[config.mk]
export PLATFORM = sky130hd
export DESIGN_NAME = ro_mmio_regfile_flat
export DESIGN_NICKNAME = d
export VERILOG_FILES = /design/src/rtl/ro_mmio_regfile_pkg.sv /design/src/rtl/ro_mmio_regfile_if.sv /design/src/rtl/ro_mmio_regfile_rising_edge_detect.sv /design/src/rtl/ro_mmio_regfile.sv /design/src/flat_wrapper.sv
export SDC_FILE = /design/constraint.sdc
export NUM_CORES = 1
export LEC_CHECK = 0
export CELL_PAD_IN_SITES_DETAIL_PLACEMENT = 0
export CELL_PAD_IN_SITES_GLOBAL_PLACEMENT = 1
export CORE_MARGIN = 5
export CORE_UTILIZATION = 32
export DETAILED_ROUTE_END_ITERATION = 8
export PLACE_DENSITY = 0.78
export RECOVER_POWER = 50
export SKIP_CTS_REPAIR_TIMING = 1
export SLEW_MARGIN = 20
export SYNTH_ARGS = -nofsm -noshare
export SYNTH_HDL_FRONTEND = slang
export SYNTH_SLANG_ARGS = --single-unit
export TNS_END_PERCENT = 5
[constraint.sdc]
create_clock -name clk -period 2.9 [get_ports clk]
set_input_delay 0.58 -clock clk [delete_from_list [all_inputs] [get_ports clk]]
set_output_delay 0.58 -clock clk [all_outputs]
set_load 0.005 [all_outputs]
[src/rtl/ro_mmio_regfile_pkg.sv]
// Shared constants and types for the ring-oscillator capture MMIO register file.
package ro_mmio_pkg;

  // Host bus geometry: word-addressed, 64-bit data.
  localparam int MMIO_AW = 16;
  localparam int MMIO_DW = 64;

  // Register offsets, in words from the block's base address.
  localparam logic [15:0] OFF_CTRL           = 16'h0000;
  localparam logic [15:0] OFF_RD_ADDR        = 16'h0002;
  localparam logic [15:0] OFF_WR_ADDR        = 16'h0004;
  localparam logic [15:0] OFF_NUM_SAMPLES    = 16'h0006;
  localparam logic [15:0] OFF_COLLECT_CYCLES = 16'h0008;
  localparam logic [15:0] OFF_CH_EN          = 16'h000A;
  localparam logic [15:0] OFF_STATUS         = 16'h000C;
  localparam logic [15:0] OFF_PROGRESS       = 16'h000E;
  localparam logic [15:0] OFF_VERSION        = 16'h0010;

  // STATUS bit positions.
  localparam int STAT_DONE      = 0;
  localparam int STAT_BUSY      = 1;
  localparam int STAT_ERR       = 2;
  localparam int STAT_NUMCH_LSB = 8;

  // CTRL bit positions.
  localparam int CTRL_GO    = 0;
  localparam int CTRL_CLR   = 1;
  localparam int CTRL_ABORT = 2;

  localparam logic [31:0] VERSION = 32'h0002_0000;

  // Decoded CTRL write; go lands in bit 0.
  typedef struct packed {
    logic abort;
    logic clr;
    logic go;
  } ctrl_t;

endpackage

[src/rtl/ro_mmio_regfile_if.sv]
// Host MMIO bus: independent write and read channels sharing one clock.
interface mmio_if;
  import ro_mmio_pkg::*;

  logic               wr_en;
  logic [MMIO_AW-1:0] wr_addr;
  logic [MMIO_DW-1:0] wr_data;
  logic               rd_en;
  logic [MMIO_AW-1:0] rd_addr;
  logic [MMIO_DW-1:0] rd_data;

  // Register-file side.
  modport user (
    input  wr_en, wr_addr, wr_data, rd_en, rd_addr,
    output rd_data
  );

  // Host side.
  modport host (
    output wr_en, wr_addr, wr_data, rd_en, rd_addr,
    input  rd_data
  );
endinterface

[src/rtl/ro_mmio_regfile_rising_edge_detect.sv]
// Registers the input once and flags the cycle where the registered copy rises.
module rising_edge_detect (
  input  logic clk,
  input  logic rst,
  input  logic in,
  output logic pulse
);
  logic r_in_q;
  logic r_in_qq;

  // Two-stage history: r_in_q is the registered input, r_in_qq its previous value.
  always_ff @(posedge clk) begin
    if (rst) begin
      r_in_q  <= 1'b0;
      r_in_qq <= 1'b0;
    end else begin
      r_in_q  <= in;
      r_in_qq <= r_in_q;
    end
  end

  assign pulse = r_in_q & ~r_in_qq;
endmodule

[src/rtl/ro_mmio_regfile.sv]
// Host-facing control/status registers for the RO capture DMA pipeline.
module ro_mmio_regfile
  import ro_mmio_pkg::*;
#(
  parameter int          ADDR_WIDTH = 64,
  parameter int          SIZE_WIDTH = 32,
  parameter int          NUM_CH     = 4,
  parameter logic [15:0] BASE_ADDR  = 16'h0050
) (
  input  logic                  clk,
  input  logic                  rst,
  mmio_if.user                  mmio,
  output logic [ADDR_WIDTH-1:0] rd_addr,
  output logic [ADDR_WIDTH-1:0] wr_addr,
  output logic [SIZE_WIDTH-1:0] num_samples,
  output logic [SIZE_WIDTH-1:0] collect_cycles,
  output logic [NUM_CH-1:0]     ch_en,
  output logic                  go,
  output logic                  abort,
  input  logic                  done,
  input  logic [SIZE_WIDTH-1:0] progress
);

  localparam logic [15:0] A_CTRL    = BASE_ADDR + OFF_CTRL;
  localparam logic [15:0] A_RD_ADDR = BASE_ADDR + OFF_RD_ADDR;
  localparam logic [15:0] A_WR_ADDR = BASE_ADDR + OFF_WR_ADDR;
  localparam logic [15:0] A_NUM     = BASE_ADDR + OFF_NUM_SAMPLES;
  localparam logic [15:0] A_COLLECT = BASE_ADDR + OFF_COLLECT_CYCLES;
  localparam logic [15:0] A_CH_EN   = BASE_ADDR + OFF_CH_EN;
  localparam logic [15:0] A_STATUS  = BASE_ADDR + OFF_STATUS;
  localparam logic [15:0] A_PROG    = BASE_ADDR + OFF_PROGRESS;
  localparam logic [15:0] A_VERSION = BASE_ADDR + OFF_VERSION;

  logic [ADDR_WIDTH-1:0] r_rd_addr;
  logic [ADDR_WIDTH-1:0] r_wr_addr;
  logic [SIZE_WIDTH-1:0] r_num_samples;
  logic [SIZE_WIDTH-1:0] r_collect_cycles;
  logic [NUM_CH-1:0]     r_ch_en;
  logic                  r_go;
  logic                  r_abort;
  logic                  r_busy;
  logic                  r_err;
  logic                  r_done_sticky;
  logic [MMIO_DW-1:0]    r_rd_data;

  ctrl_t                 w_ctrl;
  logic                  w_ctrl_wr;
  logic                  w_cfg_wr;
  logic                  w_go_req;
  logic                  w_go_ok;
  logic                  w_go_rej;
  logic                  w_abort_ok;
  logic                  w_clr;
  logic                  w_done_rise;
  logic                  w_done_act;
  logic [MMIO_DW-1:0]    w_status;

  rising_edge_detect u_done_edge (
    .clk   (clk),
    .rst   (rst),
    .in    (done),
    .pulse (w_done_rise)
  );

  // Write decode and the GO/ABORT acceptance rules.
  // NOTE: every variable assigned in always_comb gets a default first, so no path can infer a latch.
  always_comb begin
    w_ctrl       = '0;
    w_ctrl.go    = mmio.wr_data[CTRL_GO];
    w_ctrl.clr   = mmio.wr_data[CTRL_CLR];
    w_ctrl.abort = mmio.wr_data[CTRL_ABORT];
    w_ctrl_wr    = mmio.wr_en && (mmio.wr_addr == A_CTRL);
    w_cfg_wr     = mmio.wr_en && ((mmio.wr_addr == A_RD_ADDR) || (mmio.wr_addr == A_WR_ADDR) ||
                                  (mmio.wr_addr == A_NUM)     || (mmio.wr_addr == A_COLLECT) ||
                                  (mmio.wr_addr == A_CH_EN));
    // ABORT in the same write masks GO entirely.
    w_go_req     = w_ctrl_wr && w_ctrl.go && !w_ctrl.abort;
    w_go_ok      = w_go_req && !r_busy && (r_num_samples != '0) && (r_ch_en != '0);
    w_go_rej     = w_go_req && !w_go_ok;
    w_abort_ok   = w_ctrl_wr && w_ctrl.abort && r_busy;
    w_clr        = w_ctrl_wr && w_ctrl.clr;
    w_done_act   = w_done_rise && r_busy;
  end

  // Config registers: host writes land only while idle.
  // NOTE: sequential state uses non-blocking assignments so every flop samples pre-edge values.
  always_ff @(posedge clk) begin
    if (rst) begin
      r_rd_addr        <= '0;
      r_wr_addr        <= '0;
      r_num_samples    <= '0;
      r_collect_cycles <= '0;
      r_ch_en          <= '0;
    end else if (mmio.wr_en && !r_busy) begin
      case (mmio.wr_addr)
        A_RD_ADDR: r_rd_addr        <= mmio.wr_data[ADDR_WIDTH-1:0];
        A_WR_ADDR: r_wr_addr        <= mmio.wr_data[ADDR_WIDTH-1:0];
        A_NUM:     r_num_samples    <= mmio.wr_data[SIZE_WIDTH-1:0];
        A_COLLECT: r_collect_cycles <= mmio.wr_data[SIZE_WIDTH-1:0];
        A_CH_EN:   r_ch_en          <= mmio.wr_data[NUM_CH-1:0];
        default:   ;
      endcase
    end
  end

  // Run state: go/abort pulses, busy, sticky done and error flags.
  always_ff @(posedge clk) begin
    if (rst) begin
      r_go          <= 1'b0;
      r_abort       <= 1'b0;
      r_busy        <= 1'b0;
      r_err         <= 1'b0;
      r_done_sticky <= 1'b0;
    end else begin
      r_go    <= w_go_ok;
      r_abort <= w_abort_ok;

      if (w_go_ok)                       r_busy <= 1'b1;
      else if (w_abort_ok || w_done_act) r_busy <= 1'b0;

      if (w_done_act)              r_done_sticky <= 1'b1;
      else if (w_go_ok || w_clr)   r_done_sticky <= 1'b0;

      // CLR acts first; a rejected GO in the same write still flags an error.
      if (w_go_rej || (w_cfg_wr && r_busy)) r_err <= 1'b1;
      else if (w_clr)                       r_err <= 1'b0;
    end
  end

  // STATUS word assembly.
  always_comb begin
    w_status                              = '0;
    w_status[STAT_DONE]                   = r_done_sticky;
    w_status[STAT_BUSY]                   = r_busy;
    w_status[STAT_ERR]                    = r_err;
    w_status[STAT_NUMCH_LSB +: 8]         = 8'(NUM_CH);
  end

  // Registered read port; holds its value when no read is requested.
  always_ff @(posedge clk) begin
    if (rst) begin
      r_rd_data <= '0;
    end else if (mmio.rd_en) begin
      case (mmio.rd_addr)
        A_RD_ADDR: r_rd_data <= 64'(r_rd_addr);
        A_WR_ADDR: r_rd_data <= 64'(r_wr_addr);
        A_NUM:     r_rd_data <= 64'(r_num_samples);
        A_COLLECT: r_rd_data <= 64'(r_collect_cycles);
        A_CH_EN:   r_rd_data <= 64'(r_ch_en);
        A_STATUS:  r_rd_data <= w_status;
        A_PROG:    r_rd_data <= 64'(progress);
        A_VERSION: r_rd_data <= 64'(VERSION);
        default:   r_rd_data <= '0;
      endcase
    end
  end

  assign mmio.rd_data   = r_rd_data;
  assign rd_addr        = r_rd_addr;
  assign wr_addr        = r_wr_addr;
  assign num_samples    = r_num_samples;
  assign collect_cycles = r_collect_cycles;
  assign ch_en          = r_ch_en;
  assign go             = r_go;
  assign abort          = r_abort;

endmodule

[src/flat_wrapper.sv]
// flat-port wrapper written by rule: the top's interface ports become plain ports
module ro_mmio_regfile_flat import ro_mmio_pkg::*;
#(
  parameter int          ADDR_WIDTH = 64,
  parameter int          SIZE_WIDTH = 32,
  parameter int          NUM_CH     = 4,
  parameter logic [15:0] BASE_ADDR  = 16'h0050
)
  (clk, rst, rd_addr, wr_addr, num_samples, collect_cycles, ch_en, go, abort, done, progress, mmio_wr_en, mmio_wr_addr, mmio_wr_data, mmio_rd_en, mmio_rd_addr, mmio_rd_data);
  mmio_if mmio_i ();
  input  logic clk;
  input  logic rst;
  output logic [ADDR_WIDTH-1:0] rd_addr;
  output logic [ADDR_WIDTH-1:0] wr_addr;
  output logic [SIZE_WIDTH-1:0] num_samples;
  output logic [SIZE_WIDTH-1:0] collect_cycles;
  output logic [NUM_CH-1:0] ch_en;
  output logic go;
  output logic abort;
  input  logic done;
  input  logic [SIZE_WIDTH-1:0] progress;
  input wire logic [$bits(mmio_i.wr_en)-1:0] mmio_wr_en;
  input wire logic [$bits(mmio_i.wr_addr)-1:0] mmio_wr_addr;
  input wire logic [$bits(mmio_i.wr_data)-1:0] mmio_wr_data;
  input wire logic [$bits(mmio_i.rd_en)-1:0] mmio_rd_en;
  input wire logic [$bits(mmio_i.rd_addr)-1:0] mmio_rd_addr;
  output wire logic [$bits(mmio_i.rd_data)-1:0] mmio_rd_data;
  assign mmio_i.wr_en = mmio_wr_en;
  assign mmio_i.wr_addr = mmio_wr_addr;
  assign mmio_i.wr_data = mmio_wr_data;
  assign mmio_i.rd_en = mmio_rd_en;
  assign mmio_i.rd_addr = mmio_rd_addr;
  assign mmio_rd_data = mmio_i.rd_data;
  ro_mmio_regfile #(.ADDR_WIDTH(ADDR_WIDTH), .SIZE_WIDTH(SIZE_WIDTH), .NUM_CH(NUM_CH), .BASE_ADDR(BASE_ADDR)) u_core (.clk(clk), .rst(rst), .mmio(mmio_i), .rd_addr(rd_addr), .wr_addr(wr_addr), .num_samples(num_samples), .collect_cycles(collect_cycles), .ch_en(ch_en), .go(go), .abort(abort), .done(done), .progress(progress));
endmodule
==> run_summary.xml <==
<?xml version="1.0" encoding="UTF-8"?>
<metrics>
  <group name="run_status">
    <metric name="run_status" unit="">finished, violations left</metric>
    <metric name="violated_checks" unit="">max-capacitance violations, max-slew violations</metric>
  </group>
  <group name="placement">
    <metric name="placed_area" unit="sq um">15700</metric>
    <metric name="place_worst_setup_slack" unit="ns">-0.127</metric>
    <metric name="dp_hpwl" unit="mm">33.6</metric>
    <metric name="dp.cells" unit="">2124</metric>
    <metric name="io_buffers" unit="">394</metric>
    <metric name="gp_congestion" unit="">0.868</metric>
  </group>
  <group name="cts">
    <metric name="clkLatencyLatePin" unit="ns">0.56</metric>
    <metric name="clk_transition_reported_paths" unit="ns">0.06</metric>
    <metric name="clock_buffers_created_by_tritoncts" unit="">30</metric>
    <metric name="tritoncts" unit="">built</metric>
    <metric name="clk_path_buf_depth" unit="">3</metric>
    <metric name="cts_sinks" unit="">267</metric>
    <metric name="cts_root_buffer" unit="">clkbuf_16</metric>
    <metric name="cts.htree.levels" unit="">1</metric>
  </group>
  <group name="logic_synthesis">
    <metric name="netlist_instances" unit="">1320</metric>
    <metric name="yosys-top-cells-count" unit="">nand2_1, dfxtp_1, a21oi_1, clkbuf_1, o21ai_1</metric>
    <metric name="fraction_of_post_synthesis_cell_area_in_the_top_cell_type_by_area" unit="%">49.3</metric>
    <metric name="area_contributors_post_synth" unit="">dfxtp_1, nand2_1, a21oi_1</metric>
    <metric name="ys_ff_latch" unit="">267</metric>
    <metric name="post_synth_num_cell_types" unit="">55</metric>
    <metric name="synth_nets" unit="">1453</metric>
    <metric name="post-synth-top-area-cell" unit="">dfxtp_1</metric>
    <metric name="synth_top_flop_cell" unit="">dfxtp_1</metric>
    <metric name="synthMostInstantiatedCell" unit="">nand2_1</metric>
    <metric name="synth_area_per_cell" unit="sq um">8.21</metric>
    <metric name="seq_area_frac_synth" unit="%">49.3</metric>
    <metric name="synth_enable_flop_cells" unit="">0</metric>
    <metric name="async_flop_share" unit="%">0</metric>
    <metric name="synth_warnings" unit="">0</metric>
    <metric name="netlist_area" unit="sq um">10800</metric>
  </group>
  <group name="worst_setup_path">
    <metric name="cp-end-kind" unit="">flip-flop</metric>
    <metric name="cp_max_fo" unit="">19</metric>
    <metric name="startpoint_class" unit="">input port</metric>
    <metric name="critical_path.reg2reg.endpoint" unit="">u_core.rd_addr[25]$_SDFFE_PP0P_</metric>
    <metric name="crit_path_top_delay_cell" unit="">dlygate4sd3_1</metric>
    <metric name="critical_path_required" unit="ns">3.35</metric>
    <metric name="worst_r2r_startpoint" unit="">u_core.r_busy$_SDFFE_PP0P_</metric>
    <metric name="cp_slowest_stage_delay" unit="ns">0.55</metric>
    <metric name="critPathKind" unit="">in2reg</metric>
    <metric name="r2r_setup_slack" unit="ns">0.84</metric>
    <metric name="reg2regPathDepth" unit="">6</metric>
    <metric name="timing.critical_path.arrival" unit="ns">3.00</metric>
    <metric name="timing.critical_path.cells" unit="">dlygate4sd3_1, nor4_1, buf_4, and4_1, and2_0, buf_12, nand2_1, a21oi_1</metric>
  </group>
  <group name="drt">
    <metric name="detailroute.via_count" unit="">11400</metric>
    <metric name="detail_route.first_pass.iterations" unit="">5</metric>
    <metric name="antenna_violating_nets_post_route" unit="">0</metric>
    <metric name="avgRoutedWirePerCell" unit="um">21.9</metric>
    <metric name="dr.first_iter.drc_count" unit="">646</metric>
    <metric name="route.final.wire_length" unit="mm">47.7</metric>
    <metric name="vias_per_cell" unit="">5.23</metric>
    <metric name="drt_drc_violations_left" unit="">0</metric>
  </group>
  <group name="sta">
    <metric name="final_period_minus_worst_setup_slack" unit="ns">2.55</metric>
    <metric name="fmaxAchievable" unit="MHz">393</metric>
    <metric name="final_min_period_over_clock_period" unit="%">87.8</metric>
    <metric name="timing.final.setup_violations" unit="">0</metric>
    <metric name="maxSlewHeadroom" unit="%">-10.4</metric>
    <metric name="final.hold.worst_slack" unit="ns">0.355</metric>
    <metric name="final-hold-violation-count" unit="">0</metric>
    <metric name="setup_tns" unit="ns">0</metric>
    <metric name="post-route-worst-setup-slack" unit="ns">0.353</metric>
    <metric name="rsz0062_at_grt" unit="">false</metric>
    <metric name="worstMarginPinSlew" unit="ns">1.66</metric>
    <metric name="clock_skew" unit="ns">0.0130</metric>
    <metric name="finalMaxSlewViolations" unit="">137</metric>
  </group>
  <group name="die">
    <metric name="initial_utilization" unit="%">32.4</metric>
    <metric name="die_h" unit="um">194</metric>
    <metric name="rows" unit="">67</metric>
    <metric name="floorplan.io_pins" unit="">395</metric>
    <metric name="floorplan.core_area" unit="sq um">33400</metric>
    <metric name="die_w" unit="um">194</metric>
    <metric name="design.die.area" unit="sq um">37600</metric>
  </group>
  <group name="power">
    <metric name="power_frac_seq" unit="%">44.6</metric>
    <metric name="ir_drop" unit="mV">0.463</metric>
    <metric name="p_int" unit="W">0.00646</metric>
    <metric name="switching_share" unit="%">21.5</metric>
    <metric name="static-leakage-power" unit="nW">6.39</metric>
    <metric name="power_density" unit="nW/um^2">490</metric>
    <metric name="comb_power_share" unit="%">4.7</metric>
    <metric name="clockPowerShare" unit="%">50.7</metric>
    <metric name="p_sw" unit="W">0.00177</metric>
  </group>
  <group name="layout">
    <metric name="num-nets-final" unit="">1841</metric>
    <metric name="design_area" unit="sq um">16800</metric>
    <metric name="area_delta_synth_final" unit="%">55.1</metric>
    <metric name="instances_no_fill" unit="">2182</metric>
    <metric name="layout-drive-gt1-share" unit="%">9.76</metric>
  </group>
  <group name="min_path">
    <metric name="hold_removal_path_class" unit="">in2reg</metric>
    <metric name="hold_path_startpoint" unit="">rst</metric>
    <metric name="hold-path-cell-count" unit="">2</metric>
    <metric name="holdPathEnd" unit="">u_core.wr_addr[53]$_SDFFE_PP0P_</metric>
  </group>
  <group name="flow_run">
    <metric name="max_cap_viol_count" unit="">1</metric>
  </group>
  <group name="grt">
    <metric name="grt_max_degree" unit="">137</metric>
    <metric name="grt_util_all_layers" unit="%">24.1</metric>
    <metric name="grt_antenna_before_repair" unit="">5</metric>
    <metric name="overflow" unit="">0</metric>
    <metric name="grt_first_pass_wirelength" unit="mm">72.1</metric>
    <metric name="first_global_vias" unit="">11600</metric>
  </group>
</metrics>
cell families (layout without fill, tap and decap cells):
| logic type | count (synthesis) | in the layout | synth area share, % |
|---|---|---|---|
| DFF | 267 | 267 | 49.3 |
| and+or+nand+nor | 544 | 544 | 21.2 |
| buffers and inverters | 107 | 519 | 4.13 |
| muxes | 34 | 34 | 3.15 |
| AOI/OAI and AO/OA | 368 | 368 | 22.1 |
| other | 0 | 2 | 0 |
per-layer routing:
metal	track usage (%)	part of all wire (%)	vias to the layer above
met5	0	0.075	-
met4	7.19	2.9	6
met3	7.11	9.0	97
met2	40.2	47	510
met1	30.3	41	5433
li1	-	-	5362
cells in the final DEF, fill, tap and decap left out, drive strengths merged, types with 4 or more instances in the layout:
master	synthesis	layout
nand2	451	451
dfxtp	267	267
dlygate4sd3	0	251
a21oi	198	198
clkdlybuf4s50	0	141
o21ai	63	63
buf	25	60
clkbuf	77	49
a22oi	35	35
mux2i	33	33
a221oi	27	27
o2bb2ai	26	26
nor4	17	17
nor2	14	14
nor3	11	11
nand3	8	8
nand4	7	7
clkinv	0	6
inv	5	6
nand2b	5	5
nor2b	5	5
bufinv	0	5
a222oi	4	4
critical path, delay by kind of cell:
kind / cells / cell delay (ns)
AO/OA/AOI/OAI: 1 / 0.14
AND/OR/NAND/NOR: 4 / 1.26
buffers and inverters: 3 / 1.00
sequential cells by signal, indices dropped and copies added, names as in the netlist, 4 cells and up:
name	flops
u_core.ch_en	4
u_core.num_samples	32
u_core.collect_cycles	32
u_core.rd_addr	64
u_core.wr_addr	64
u_core.mmio.rd_data	64
cell type report:
cell class | count | area [sq um]
Antenna cell | 2 | 5.00
Clock buffer | 43 | 901
Clock inverter | 13 | 196
Fill cell | 3138 | 16600
Inverter | 5 | 18.8
Multi-Input combinational cell | 946 | 5090
Sequential cell | 267 | 5350
Tap cell | 448 | 561
Timing Repair Buffer | 458 | 4680
metrics by stage:
| stage | util [%] | power [W] |
|---|---|---|
| 6_report | 50.2 | 0.00823 |
| 5_1_grt | 50.2 | 0.00845 |
| 4_1_cts | 50.3 | 0.00830 |
| 3_5_place_dp | 47.0 | 0.00414 |
| 3_3_place_gp | 47.0 | 0.00414 |
| 2_1_floorplan | - | 0.00385 |
how the worst max path moves through the flow:
stage / start / endpoint / slack [ns] / cells past startpoint
floorplan: mmio_rd_addr[13] / u_core.mmio.rd_data[11]$_SDFFE_PP0P_ / 0.48 / 8
global placement: mmio_rd_addr[13] / u_core.mmio.rd_data[0]$_SDFFE_PP0P_ / -0.12 / 8
detailed placement: mmio_rd_addr[13] / u_core.mmio.rd_data[24]$_SDFFE_PP0P_ / -0.13 / 9
CTS: mmio_rd_addr[13] / u_core.mmio.rd_data[28]$_SDFFE_PP0P_ / 0.45 / 9
global route: mmio_wr_addr[8] / u_core.rd_addr[20]$_SDFFE_PP0P_ / 0.22 / 8
finish: mmio_wr_addr[8] / u_core.rd_addr[25]$_SDFFE_PP0P_ / 0.35 / 8
power groups by stage:
stage               registers (W)  clock network, W  logic [W]
floorplan                 0.00375                 0   0.000102
CTS                       0.00367           0.00424   0.000391
finish                    0.00367           0.00417   0.000388
global route              0.00367           0.00438   0.000410
detailed placement        0.00375                 0   0.000389
global placement          0.00375                 0   0.000388
Note: power is estimated with default switching activity, not from simulation.
